**src/rtl/uart_pkg.sv**
```systemverilog
// Frame-format definitions shared by the UART transmitter and receiver.
// Both ends import this package so they agree on states, parity sense and word width.
package uart_pkg;

    localparam int   DEFAULT_DATA_WIDTH = 8;
    localparam logic PAR_EVEN           = 1'b0;
    localparam logic PAR_ODD            = 1'b1;

    typedef enum logic [2:0] {
        ST_IDLE   = 3'd0,
        ST_START  = 3'd1,
        ST_DATA   = 3'd2,
        ST_PARITY = 3'd3,
        ST_STOP   = 3'd4
    } uart_state_t;

    // data_xor is the XOR reduction of the word; the result makes the total count of ones even or odd.
    function automatic logic parity_bit(input logic data_xor, input logic par_typ);
        return (par_typ == PAR_ODD) ? ~data_xor : data_xor;
    endfunction

endpackage

```
**src/rtl/uart_tx_serializer.sv**
```systemverilog
// Holds the accepted word as a right-shifting register and counts data bits on the line.
// cur_bit/next_bit let the core pre-compute its registered TX_OUT one cycle ahead.
module uart_tx_serializer
    import uart_pkg::*;
#(
    parameter int DATA_WIDTH = DEFAULT_DATA_WIDTH
) (
    input  logic                  CLK,
    input  logic                  RST,
    input  logic                  load,
    input  logic                  shift_en,
    input  logic [DATA_WIDTH-1:0] data_in,
    output logic                  cur_bit,
    output logic                  next_bit,
    output logic                  done
);

    localparam int             CNT_W    = (DATA_WIDTH > 1) ? $clog2(DATA_WIDTH) : 1;
    localparam logic [CNT_W-1:0] LAST_IDX = CNT_W'(DATA_WIDTH - 1);

    logic [DATA_WIDTH-1:0] shift_reg;
    logic [CNT_W-1:0]      cnt_reg;

    always_ff @(posedge CLK or negedge RST) begin
        if (!RST) begin
            shift_reg <= '0;
            cnt_reg   <= '0;
        end else if (load) begin
            shift_reg <= data_in;
            cnt_reg   <= '0;
        end else if (shift_en) begin
            shift_reg <= shift_reg >> 1;
            // Saturate at the last index; the FSM leaves DATA on done before any wrap.
            if (cnt_reg != LAST_IDX) begin
                cnt_reg <= cnt_reg + 1'b1;
            end
        end
    end

    assign cur_bit  = shift_reg[0];
    assign next_bit = shift_reg[1];
    assign done     = (cnt_reg == LAST_IDX);

endmodule

```
**src/rtl/uart_tx_core.sv**
```systemverilog
// UART transmitter: start, DATA_WIDTH data bits LSB-first, optional parity, stop; one bit per CLK.
// TX_OUT and BUSY are flops loaded from the next-state decode so they line up with the FSM state.
module uart_tx_core
    import uart_pkg::*;
#(
    parameter int DATA_WIDTH = DEFAULT_DATA_WIDTH
) (
    input  logic                  CLK,
    input  logic                  RST,
    input  logic [DATA_WIDTH-1:0] P_DATA,
    input  logic                  DATA_VALID,
    input  logic                  PAR_EN,
    input  logic                  PAR_TYP,
    output logic                  TX_OUT,
    output logic                  BUSY
);

    uart_state_t state_reg, state_next;
    logic        tx_reg, tx_next;
    logic        busy_reg, busy_next;
    logic        par_en_reg, parity_reg;
    logic        load, shift_en;
    logic        ser_cur_bit, ser_next_bit, ser_done;

    uart_tx_serializer #(.DATA_WIDTH(DATA_WIDTH)) u_serializer (
        .CLK      (CLK),
        .RST      (RST),
        .load     (load),
        .shift_en (shift_en),
        .data_in  (P_DATA),
        .cur_bit  (ser_cur_bit),
        .next_bit (ser_next_bit),
        .done     (ser_done)
    );

    always_ff @(posedge CLK or negedge RST) begin
        if (!RST) begin
            state_reg  <= ST_IDLE;
            tx_reg     <= 1'b1;
            busy_reg   <= 1'b0;
            par_en_reg <= 1'b0;
            parity_reg <= 1'b0;
        end else begin
            state_reg <= state_next;
            tx_reg    <= tx_next;
            busy_reg  <= busy_next;
            if (load) begin
                par_en_reg <= PAR_EN;
                parity_reg <= parity_bit(^P_DATA, PAR_TYP);
            end
        end
    end

    always_comb begin
        state_next = state_reg;
        tx_next    = 1'b1;
        busy_next  = 1'b0;
        load       = 1'b0;
        shift_en   = 1'b0;
        case (state_reg)
            ST_IDLE: begin
                if (DATA_VALID) begin
                    load       = 1'b1;
                    state_next = ST_START;
                    tx_next    = 1'b0;
                    busy_next  = 1'b1;
                end
            end
            ST_START: begin
                state_next = ST_DATA;
                tx_next    = ser_cur_bit;
                busy_next  = 1'b1;
            end
            ST_DATA: begin
                busy_next = 1'b1;
                if (ser_done) begin
                    if (par_en_reg) begin
                        state_next = ST_PARITY;
                        tx_next    = parity_reg;
                    end else begin
                        state_next = ST_STOP;
                    end
                end else begin
                    shift_en = 1'b1;
                    tx_next  = ser_next_bit;
                end
            end
            ST_PARITY: begin
                state_next = ST_STOP;
                busy_next  = 1'b1;
            end
            ST_STOP: begin
                state_next = ST_IDLE;
            end
            default: begin
                state_next = ST_IDLE;
            end
        endcase
    end

    assign TX_OUT = tx_reg;
    assign BUSY   = busy_reg;

endmodule

```
**config.mk**
```make
export PLATFORM = sky130hd
export DESIGN_NAME = uart_tx_core
export DESIGN_NICKNAME = d
export VERILOG_FILES = /design/src/rtl/uart_pkg.sv /design/src/rtl/uart_tx_serializer.sv /design/src/rtl/uart_tx_core.sv
export SDC_FILE = /design/constraint.sdc
export NUM_CORES = 1
export LEC_CHECK = 0
export CAP_MARGIN = 20
export CORE_MARGIN = 2
export CORE_UTILIZATION = 55
export CTS_BUF_LIST = sky130_fd_sc_hd__clkbuf_16
export DETAILED_ROUTE_END_ITERATION = 12
export PLACE_DENSITY = 0.9
export SLEW_MARGIN = 20
export SYNTH_ARGS = -nofsm -noshare
export SYNTH_HDL_FRONTEND = slang
export SYNTH_SLANG_ARGS = --single-unit
```
**constraint.sdc**
```tcl
create_clock -name CLK -period 3.4 [get_ports CLK]
set_clock_uncertainty 0.1 [all_clocks]
set_input_delay 0.51 -clock CLK [delete_from_list [all_inputs] [get_ports CLK]]
set_output_delay 0.51 -clock CLK [all_outputs]
set_load 0.03 [all_outputs]
```
==> out/results.ini, run 1 <==
[run_status]
outcome = complete, no violations

[layout]
nFillCells = 121
regArea_um2 = 452
syn_to_final_growth_pct = 23.7
largest_reg_flops = 8
final_nets = 120
drive_above_1_share_pct = 15.4
num_antenna_cells = 0
fin_cells = 120
multi_input_area_um2 = 419

[critical_path]
rr_worst_depth = 6
slowest_delay_ns = 0.40
worstPathCellList = ha_1 > ha_1 > nor4b_4 > buf_4 > or2_1 > o21ai_2
ff2ff_setup_slack_ns = 1.37
end_kind = register
cp_common_cell = ha_1
crit_start = u_serializer.cnt_reg[0]$_DFFE_PN0P_
crit_type = reg2reg
critPathLaunchType = register
cp.arrival_ns = 2.06
worstPathRequired_ns = 3.43
timing.rr.start = u_serializer.cnt_reg[0]$_DFFE_PN0P_
crit_path_max_fanout = 14
crit_path_top_delay_cell = dfrtp_1

[die]
die_h_um = 45.1
core_mm2 = 0.00154
die_w_um = 45.1
num_rows = 14
die_area_mm2 = 0.00204
ioPinCount = 15
start_util_pct = 60.4

[power_and_ir_drop]
power.share.clock_pct = 22.9
p_comb_share_pct = 38.7
power_density_mw_per_mm2 = 898
power.internal_w = 0.000657
switching_share_pct = 36.4
p_leak_nw = 0.508
seqPwrFrac_pct = 38.5
vdd_drop_max_mv = 0.581
p_sw_w = 0.000376

[timing]
setup_viol_count_final = 0
slew_headroom_pct = 46.9
fmax_mhz = 492
rsz0062_at_grt = false
min_period_ns = 2.03
fin_tns_setup_ns = 0
worst_slew_pin_slew_ns = 0.794
drv_slew = 0
hold_violations = 0
period_share_pct = 59.8

[clock_network]
holdBufCountCts = 0
clock-sinks = 18
htreeDepth = 1
cts_setup_buffers = 0
cts_tree = yes
clock_path_buffers = 2
path_clk_slew_ns = 0.05
cts_root_buf = clkbuf_16
clock_latency_ns = 0.25
ctsResizeCount = 0
numCtsBuffers = 3

[synth]
synthCells = 89
postSynthAreaPerCell_um2 = 10.5
synthArstFlopShare_pct = 100
yosysTopAreaCellShare_pct = 45.7
synth_edf_count = 0
synthTopCellsByArea = dfrtp_1 46%, o21ai_2 7.5%, a22oi_1 5.6%
synthFlopType = dfrtp_1
yosysUniqueCellTypes = 28
synth_fp_nets = 104
synth_top_area_cell = dfrtp_1
synth_seq_cells = 18
synth_seq_area_share_pct = 48.5
synth_area_um2 = 931
ys_warn_count = 0

[worst_hold_path]
hold_depth = 2
holdCritPathClass = reg2reg
min_from = u_serializer.shift_reg[4]$_DFFE_PN0P_

[global_routing]
grt_max_degree = 19
grt_pass1_vias = 635
overflow = 0
grtUsageTotal_pct = 21.1
grt_pass1_wl_mm = 2.89
antenna_found_initial = 0

[routing]
drt_first_pass_iters = 4
drc = 0
final_antenna_net_count = 0
drt-initial-drc-count = 23
via_per_inst = 5.67
route.vias.total = 680
finalWirelength_mm = 1.77
wl_per_cell_um = 14.7

[placed_design]
globalplace.congestion = 0.810
hpwl_mm = 1.25
dp_cells = 116
numPortBuffers = 14

[run]
drv_cap = 0

-- cell usage after synthesis (all sizes together) (2+ instances only) --
cell type / count
ha: 2
nor2: 3
a21oi: 2
xnor2: 4
dfrtp: 17
inv: 9
a22oi: 7
nand2: 11
o21ai: 13
xor2: 2
nor3: 2
buf: 4
nand3b: 2
-- final cells by class --
type                            instances  area share, %
Sequential cell                        18           39.2
Tap cell                               16           1.74
Inverter                                9           2.93
Clock buffer                            3           6.52
Clock inverter                          1          0.326
Timing Repair Buffer                   15           12.8
Multi-Input combinational cell         58           36.4
-- cells by family after synthesis --
group / Yosys count / share of synthesized area (%)
and+or+nand+nor: 24 / 15.1
AOI/OAI and AO/OA: 25 / 19.2
xor gates and xnor gates: 7 / 8.06
adders and majority gates: 2 / 2.69
DFF: 18 / 48.5
buffers and inverters: 13 / 6.45
-- power by group through the flow --
stage                     combinational (W)  sequential, W  clock, W
after floorplan                    0.000316       0.000393         0
after global placement             0.000392       0.000390         0
after detailed placement           0.000403       0.000397         0
after CTS                          0.000406       0.000396  0.000240
after global routing               0.000441       0.000408  0.000251
final                              0.000399       0.000397  0.000236
-- worst max-delay path: cells and delay by family, from the launching register on --
family	cells	cell delay, ns
buf+inv	1	0.22
flops	1	0.40
fa+ha+maj	2	0.46
compound gates	1	0.09
simple gates	2	0.63
-- path summary, 6_finish.rpt --
| check | end |
|---|---|
| worst max-delay path | u_serializer.shift_reg[5]$_DFFE_PN0P_ |
| worst min-delay path | u_serializer.shift_reg[3]$_DFFE_PN0P_ |
| worst max register to register | u_serializer.shift_reg[5]$_DFFE_PN0P_ |
| worst min register to register | u_serializer.shift_reg[3]$_DFFE_PN0P_ |
| max in group asynchronous | u_serializer.shift_reg[6]$_DFFE_PN0P_ |
| min in group asynchronous | state_reg[2]$_DFFE_PN0P_ |
-- stage by stage --
stage	util (%)	hold WS (ns)	setup slack [ns]	total power, W	cell area [um2]
4_1_cts	74.7	0.409	1.37	0.00104	1150
3_5_place_dp	69.6	0.393	1.22	0.000801	1070
3_3_place_gp	69.6	0.362	1.25	0.000782	1070
5_1_grt	74.7	0.421	1.32	0.00110	1150
6_report	74.7	0.406	1.37	0.00103	1150
2_1_floorplan	-	0.114	1.77	0.000709	931
-- cells in the final DEF, fill, tap and decap left out --
| cell type | Yosys | final |
|---|---|---|
| dfrtp_1 | 17 | 17 |
| clkdlybuf4s50_1 | 0 | 14 |
| nand2_1 | 11 | 11 |
| inv_1 | 9 | 9 |
| o21ai_2 | 8 | 8 |
| a22oi_1 | 7 | 7 |
| o21ai_0 | 4 | 4 |
| xnor2_1 | 4 | 4 |
| clkbuf_16 | 0 | 3 |
| nor2_1 | 2 | 2 |
| nand3b_1 | 2 | 2 |
| nor3_1 | 2 | 2 |
| xor2_1 | 2 | 2 |
| a21oi_1 | 2 | 2 |
| ha_1 | 2 | 2 |
| dfstp_2 | 1 | 1 |
| or2b_1 | 1 | 1 |
| o22ai_1 | 1 | 1 |
| nor2_2 | 1 | 1 |
| o2111ai_1 | 1 | 1 |
| nor2b_1 | 1 | 1 |
| and2_4 | 1 | 1 |
| xnor3_1 | 1 | 1 |
| o21ai_1 | 1 | 1 |
| nor4b_4 | 1 | 1 |
| or2_1 | 1 | 1 |
| nor3b_1 | 1 | 1 |
| a31oi_1 | 1 | 1 |
| clkinv_1 | 0 | 1 |
| buf_4 | 0 | 1 |
-- layer usage --
metal	GRT usage, %	wire length [um]
met1	26.1	757
met2	32.6	885
met3	6.00	69
met4	12.4	52
met5	0	0
Note: power is estimated with default switching activity, not from simulation.
==> run 2: changes to the inputs <==
--- a/config.mk
+++ b/config.mk
@@ -6,11 +6,12 @@
 export NUM_CORES = 1
 export LEC_CHECK = 0
 export CAP_MARGIN = 20
+export CORE_ASPECT_RATIO = 0.7
 export CORE_MARGIN = 2
-export CORE_UTILIZATION = 55
+export CORE_UTILIZATION = 46
 export CTS_BUF_LIST = sky130_fd_sc_hd__clkbuf_16
 export DETAILED_ROUTE_END_ITERATION = 12
-export PLACE_DENSITY = 0.9
+export PLACE_DENSITY = 0.81
 export SLEW_MARGIN = 20
 export SYNTH_ARGS = -nofsm -noshare
 export SYNTH_HDL_FRONTEND = slang
==> constraint.sdc (replaced) <==
create_clock -name CLK -period 1.85 [get_ports CLK]
set_clock_uncertainty 0.1 [all_clocks]
set_input_delay 0.2775 -clock CLK [delete_from_list [all_inputs] [get_ports CLK]]
set_output_delay 0.2775 -clock CLK [all_outputs]
set_load 0.03 [all_outputs]
==> out/results.ini, run 2 (synthesized netlist as in run 1, its figures left out) <==
[run_status]
outcome = complete, no violations

[power_and_ir_drop]
p_leak_nw = 0.533
power_density_mw_per_mm2 = 1680
vdd_drop_max_mv = 1.31

[routing]
drt_first_pass_iters = 4
drt-initial-drc-count = 29
final_antenna_net_count = 0
dr_wl_met3_um = 130
wl_per_cell_um = 15.0
finalWirelength_mm = 1.95
via_per_inst = 5.45
drc = 0
highest_layer = met4
route.met2.wl_um = 961
route.vias.total = 708
wl_met1_um = 839

[timing]
drv_slew = 0
hold_violations = 0
layout_setup_ws_ns = 0.0624
worst_slew_pin_slew_ns = 0.305
min_period_ns = 1.79
setup_viol_count_final = 0
slew_headroom_pct = 79.6
rsz0062_at_grt = false
period_share_pct = 96.6
fmax_mhz = 559

[die]
start_util_pct = 49.3
num_rows = 13
core_mm2 = 0.00189
die_h_um = 41.6
die_area_mm2 = 0.00241
die_w_um = 57.8
ioPinCount = 15

[placed_design]
hpwl_mm = 1.49
dp_cells = 126
dp_slack_ns = -0.0181
globalplace.congestion = 0.822
dpl-instance-area_mm2 = 0.00112
numPortBuffers = 14

[critical_path]
cp.arrival_ns = 1.41
cp_top_family = buffers and inverters
critPathLaunchType = register
crit_path_max_fanout = 1
crit_type = reg2out
worstPathRequired_ns = 1.47
end_kind = output pin
slowest_delay_ns = 0.65
crit_path_top_delay_cell = clkdlybuf4s50_1
critPathBufInv = 1
worstPathCellList = clkdlybuf4s50_1

[clock_network]
clock_path_buffers = 2
cts_tree = yes
clock_latency_ns = 0.25
path_clk_slew_ns = 0.05
cts_root_buf = clkbuf_16
numCtsBuffers = 3
htreeDepth = 1
clock-sinks = 18
cts_setup_buffers = 0

[layout]
fin_cells = 130
final_common_cell = dfrtp_1
nFillCells = 163
num_antenna_cells = 0
largest_reg_flops = 8
final_nets = 124
finalInstanceArea_mm2 = 0.00120
syn_to_final_growth_pct = 29.3
final_cell_mix = 17 x dfrtp_1, 14 x clkdlybuf4s50_1, 11 x nand2_1
drive_above_1_share_pct = 19.4
final_util_pct = 63.8

[worst_hold_path]
holdCritPathClass = in2async

[global_routing]
grt_pass1_vias = 705
grt_pass1_wl_mm = 3.25
grtUsageTotal_pct = 18.6
antenna_found_initial = 0
overflow = 0
grt_max_degree = 19

[run]
drv_cap = 0

-- run 2: final cells by class --
type / instances / area, um2 / area share (%)
sequential: 18 / 452 / 37.5
multi-input combinational: 58 / 422 / 35.0
timing repair buffer: 19 / 190 / 15.8
clock buffer: 3 / 75.1 / 6.24
inverter: 9 / 33.8 / 2.81
tap: 22 / 27.5 / 2.29
clock inverter: 1 / 3.75 / 0.312
-- run 2: path summary, 6_finish.rpt --
kind,startpoint,endpoint,slack (ns),depth (start not counted)
max in group asynchronous,RST,TX_OUT$_DFF_PN1_,1.14,2
worst max register to register,u_serializer.cnt_reg[0]$_DFFE_PN0P_,u_serializer.shift_reg[5]$_DFFE_PN0P_,0.14,6
worst min-delay path,RST,state_reg[0]$_DFFE_PN0P_,0.26,2
min in group CLK,u_serializer.shift_reg[4]$_DFFE_PN0P_,u_serializer.shift_reg[3]$_DFFE_PN0P_,0.41,2
worst min register to register,u_serializer.shift_reg[4]$_DFFE_PN0P_,u_serializer.shift_reg[3]$_DFFE_PN0P_,0.41,2
worst max-delay path,TX_OUT$_DFF_PN1_,TX_OUT,0.06,1
-- run 2: per-stage QoR --
| stage | hold slack (ns) | total power (W) | TNS [ns] |
|---|---|---|---|
| floorplan | -0.118 | 0.00130 | 0 |
| global placement | 0.367 | 0.00153 | 0 |
| detailed placement | 0.400 | 0.00159 | -0.0181 |
| CTS | 0.263 | 0.00202 | 0 |
| global route | 0.302 | 0.00216 | 0 |
| finish | 0.255 | 0.00202 | 0 |
-- run 2: per-layer routing --
metal / vias to the layer above / track usage (%)
met2: 27 / 29.1
met4: 0 / 6.05
met3: 4 / 6.85
met1: 336 / 24.0
li1: 341 / -
met5: - / 0
-- run 2: repair_timing --
action | CTS | global route
setup endpoints to repair | 0 | 7
hold buffers | 0 | 0
hold endpoints to repair | 0 | 0
gates resized for setup | 0 | 1
-- run 2: power by group --
part / internal [W] / leakage (nW) / total [W] / switching [W]
logic: 0.000422 / 0.271 / 0.000865 / 0.000443
registers: 0.000584 / 0.224 / 0.000730 / 0.000146
clock network: 0.000287 / 0.0385 / 0.000425 / 0.000138
total: 0.00129 / 0.533 / 0.00202 / 0.000727
==> run 3: changes to the inputs <==
--- a/config.mk
+++ b/config.mk
@@ -6,12 +6,12 @@
 export NUM_CORES = 1
 export LEC_CHECK = 0
 export CAP_MARGIN = 20
-export CORE_ASPECT_RATIO = 0.7
 export CORE_MARGIN = 2
-export CORE_UTILIZATION = 46
+export CORE_UTILIZATION = 55
 export CTS_BUF_LIST = sky130_fd_sc_hd__clkbuf_16
+export CTS_CLUSTER_SIZE = 25
 export DETAILED_ROUTE_END_ITERATION = 12
-export PLACE_DENSITY = 0.81
+export PLACE_DENSITY = 0.9
 export SLEW_MARGIN = 20
 export SYNTH_ARGS = -nofsm -noshare
 export SYNTH_HDL_FRONTEND = slang
==> constraint.sdc (replaced) <==
create_clock -name CLK -period 2.19 [get_ports CLK]
set_clock_uncertainty 0.1 [all_clocks]
set_input_delay 0.3285 -clock CLK [delete_from_list [all_inputs] [get_ports CLK]]
set_output_delay 0.3285 -clock CLK [all_outputs]
set_load 0.03 [all_outputs]
==> out/results.ini, run 3 (synthesized netlist as in run 1, its figures left out) <==
[routing]
finalWirelength_mm = 1.82
via_per_inst = 5.50
wl_per_cell_um = 15.1
drt_first_pass_iters = 4
route.vias.total = 666
drt-initial-drc-count = 13
drc = 0
final_antenna_net_count = 0

[timing]
fin_tns_setup_ns = 0
slew_headroom_pct = 69.7
worst_slew_pin_slew_ns = 0.455
rsz0062_at_grt = false
fmax_mhz = 537
drv_slew = 0
setup_viol_count_final = 0
period_share_pct = 85.0
min_period_ns = 1.86
hold_violations = 0

[layout]
final_cell_mix = 17 x dfrtp_1, 14 x clkdlybuf4s50_1, 11 x nand2_1
fin_cells = 121
syn_to_final_growth_pct = 24.5
largest_reg_flops = 8
final_nets = 121
final_common_cell = dfrtp_1
drive_above_1_share_pct = 16.2
final_util_pct = 75.2
num_antenna_cells = 0

[power_and_ir_drop]
vdd_drop_max_mv = 0.704
power_density_mw_per_mm2 = 1390
p_leak_nw = 0.513

[clock_network]
clock_path_buffers = 2
numCtsBuffers = 3
clock_latency_ns = 0.25
cts_tree = yes
clock-sinks = 18
path_clk_slew_ns = 0.05
cts_root_buf = clkbuf_16
htreeDepth = 1
ctsResizeCount = 0
cts_setup_buffers = 0
holdBufCountCts = 0

[critical_path]
crit_type = reg2reg
end_kind = register
crit_path_max_fanout = 8
critPathLaunchType = register
cp.arrival_ns = 1.88
worstPathRequired_ns = 2.21

[worst_hold_path]
holdCritPathClass = in2async

[global_routing]
antenna_found_initial = 0
grt_max_degree = 19
grtUsageTotal_pct = 21.8
grt_pass1_vias = 671
grt_pass1_wl_mm = 3.04
overflow = 0

[die]
start_util_pct = 60.4
ioPinCount = 15
die_h_um = 45.1
die_w_um = 45.1
die_area_mm2 = 0.00204
core_mm2 = 0.00154
num_rows = 14

[placed_design]
globalplace.congestion = 0.831
dp_cells = 117
numPortBuffers = 14
hpwl_mm = 1.34

[run_status]
outcome = complete, no violations

[run]
drv_cap = 0

## run 3: cell types whose count changed in the layout (fill, tap and decap cells not counted)
cell,previous run,this run
or2_4,1,0
buf_12,1,0
or2_1,0,1
buf_4,4,2
## run 3: metrics by stage
stage                     setup WS [ns]  power, W  area (um2)  hold WS [ns]
after floorplan                   0.563   0.00110         931       -0.0671
after global placement            0.218   0.00121        1080         0.361
after detailed placement          0.174   0.00125        1080         0.387
after CTS                         0.325   0.00162        1160         0.329
after global routing              0.221   0.00173        1160         0.342
final                             0.328   0.00161        1160         0.322
## run 3: worst paths after layout
path	endpoint	cells past startpoint	slack, ns	from
hold reg to reg	parity_reg$_DFFE_PN0P_	2	0.40	parity_reg$_DFFE_PN0P_
min in group CLK	parity_reg$_DFFE_PN0P_	2	0.40	parity_reg$_DFFE_PN0P_
setup reg to reg	u_serializer.shift_reg[5]$_DFFE_PN0P_	5	0.33	u_serializer.cnt_reg[0]$_DFFE_PN0P_
max in group asynchronous	TX_OUT$_DFF_PN1_	2	1.41	RST
setup / recovery	u_serializer.shift_reg[5]$_DFFE_PN0P_	5	0.33	u_serializer.cnt_reg[0]$_DFFE_PN0P_
hold / removal	state_reg[1]$_DFFE_PN0P_	2	0.32	RST
## run 3: routing by layer
layer | global-route usage (%) | routed length (um)
met1 | 26.9 | 748
met2 | 36.3 | 967
met3 | 5.20 | 65
met4 | 9.41 | 42
met5 | 0 | 0
## run 3: final cells by class
type	count	area (um2)
clock buffers	3	75.1
clock inverters	1	3.75
fillers	107	383
inverters	9	33.8
multi-input cells	58	419
flip-flops and latches	18	452
well taps	16	20.0
repair buffers	16	155
## run 3: power by group
| group | total [W] | leakage [nW] | internal (W) | switching [W] |
|---|---|---|---|---|
| clock network | 0.000362 | 0.0385 | 0.000243 | 0.000120 |
| registers | 0.000614 | 0.224 | 0.000493 | 0.000121 |
| logic | 0.000636 | 0.251 | 0.000285 | 0.000351 |
## run 3: critical path: stages (launching register included)
cell,delay [ns]
dfrtp_1,0.39
ha_1,0.21
ha_1,0.27
nor4b_4,0.25
or2_1,0.43
o21ai_2,0.09
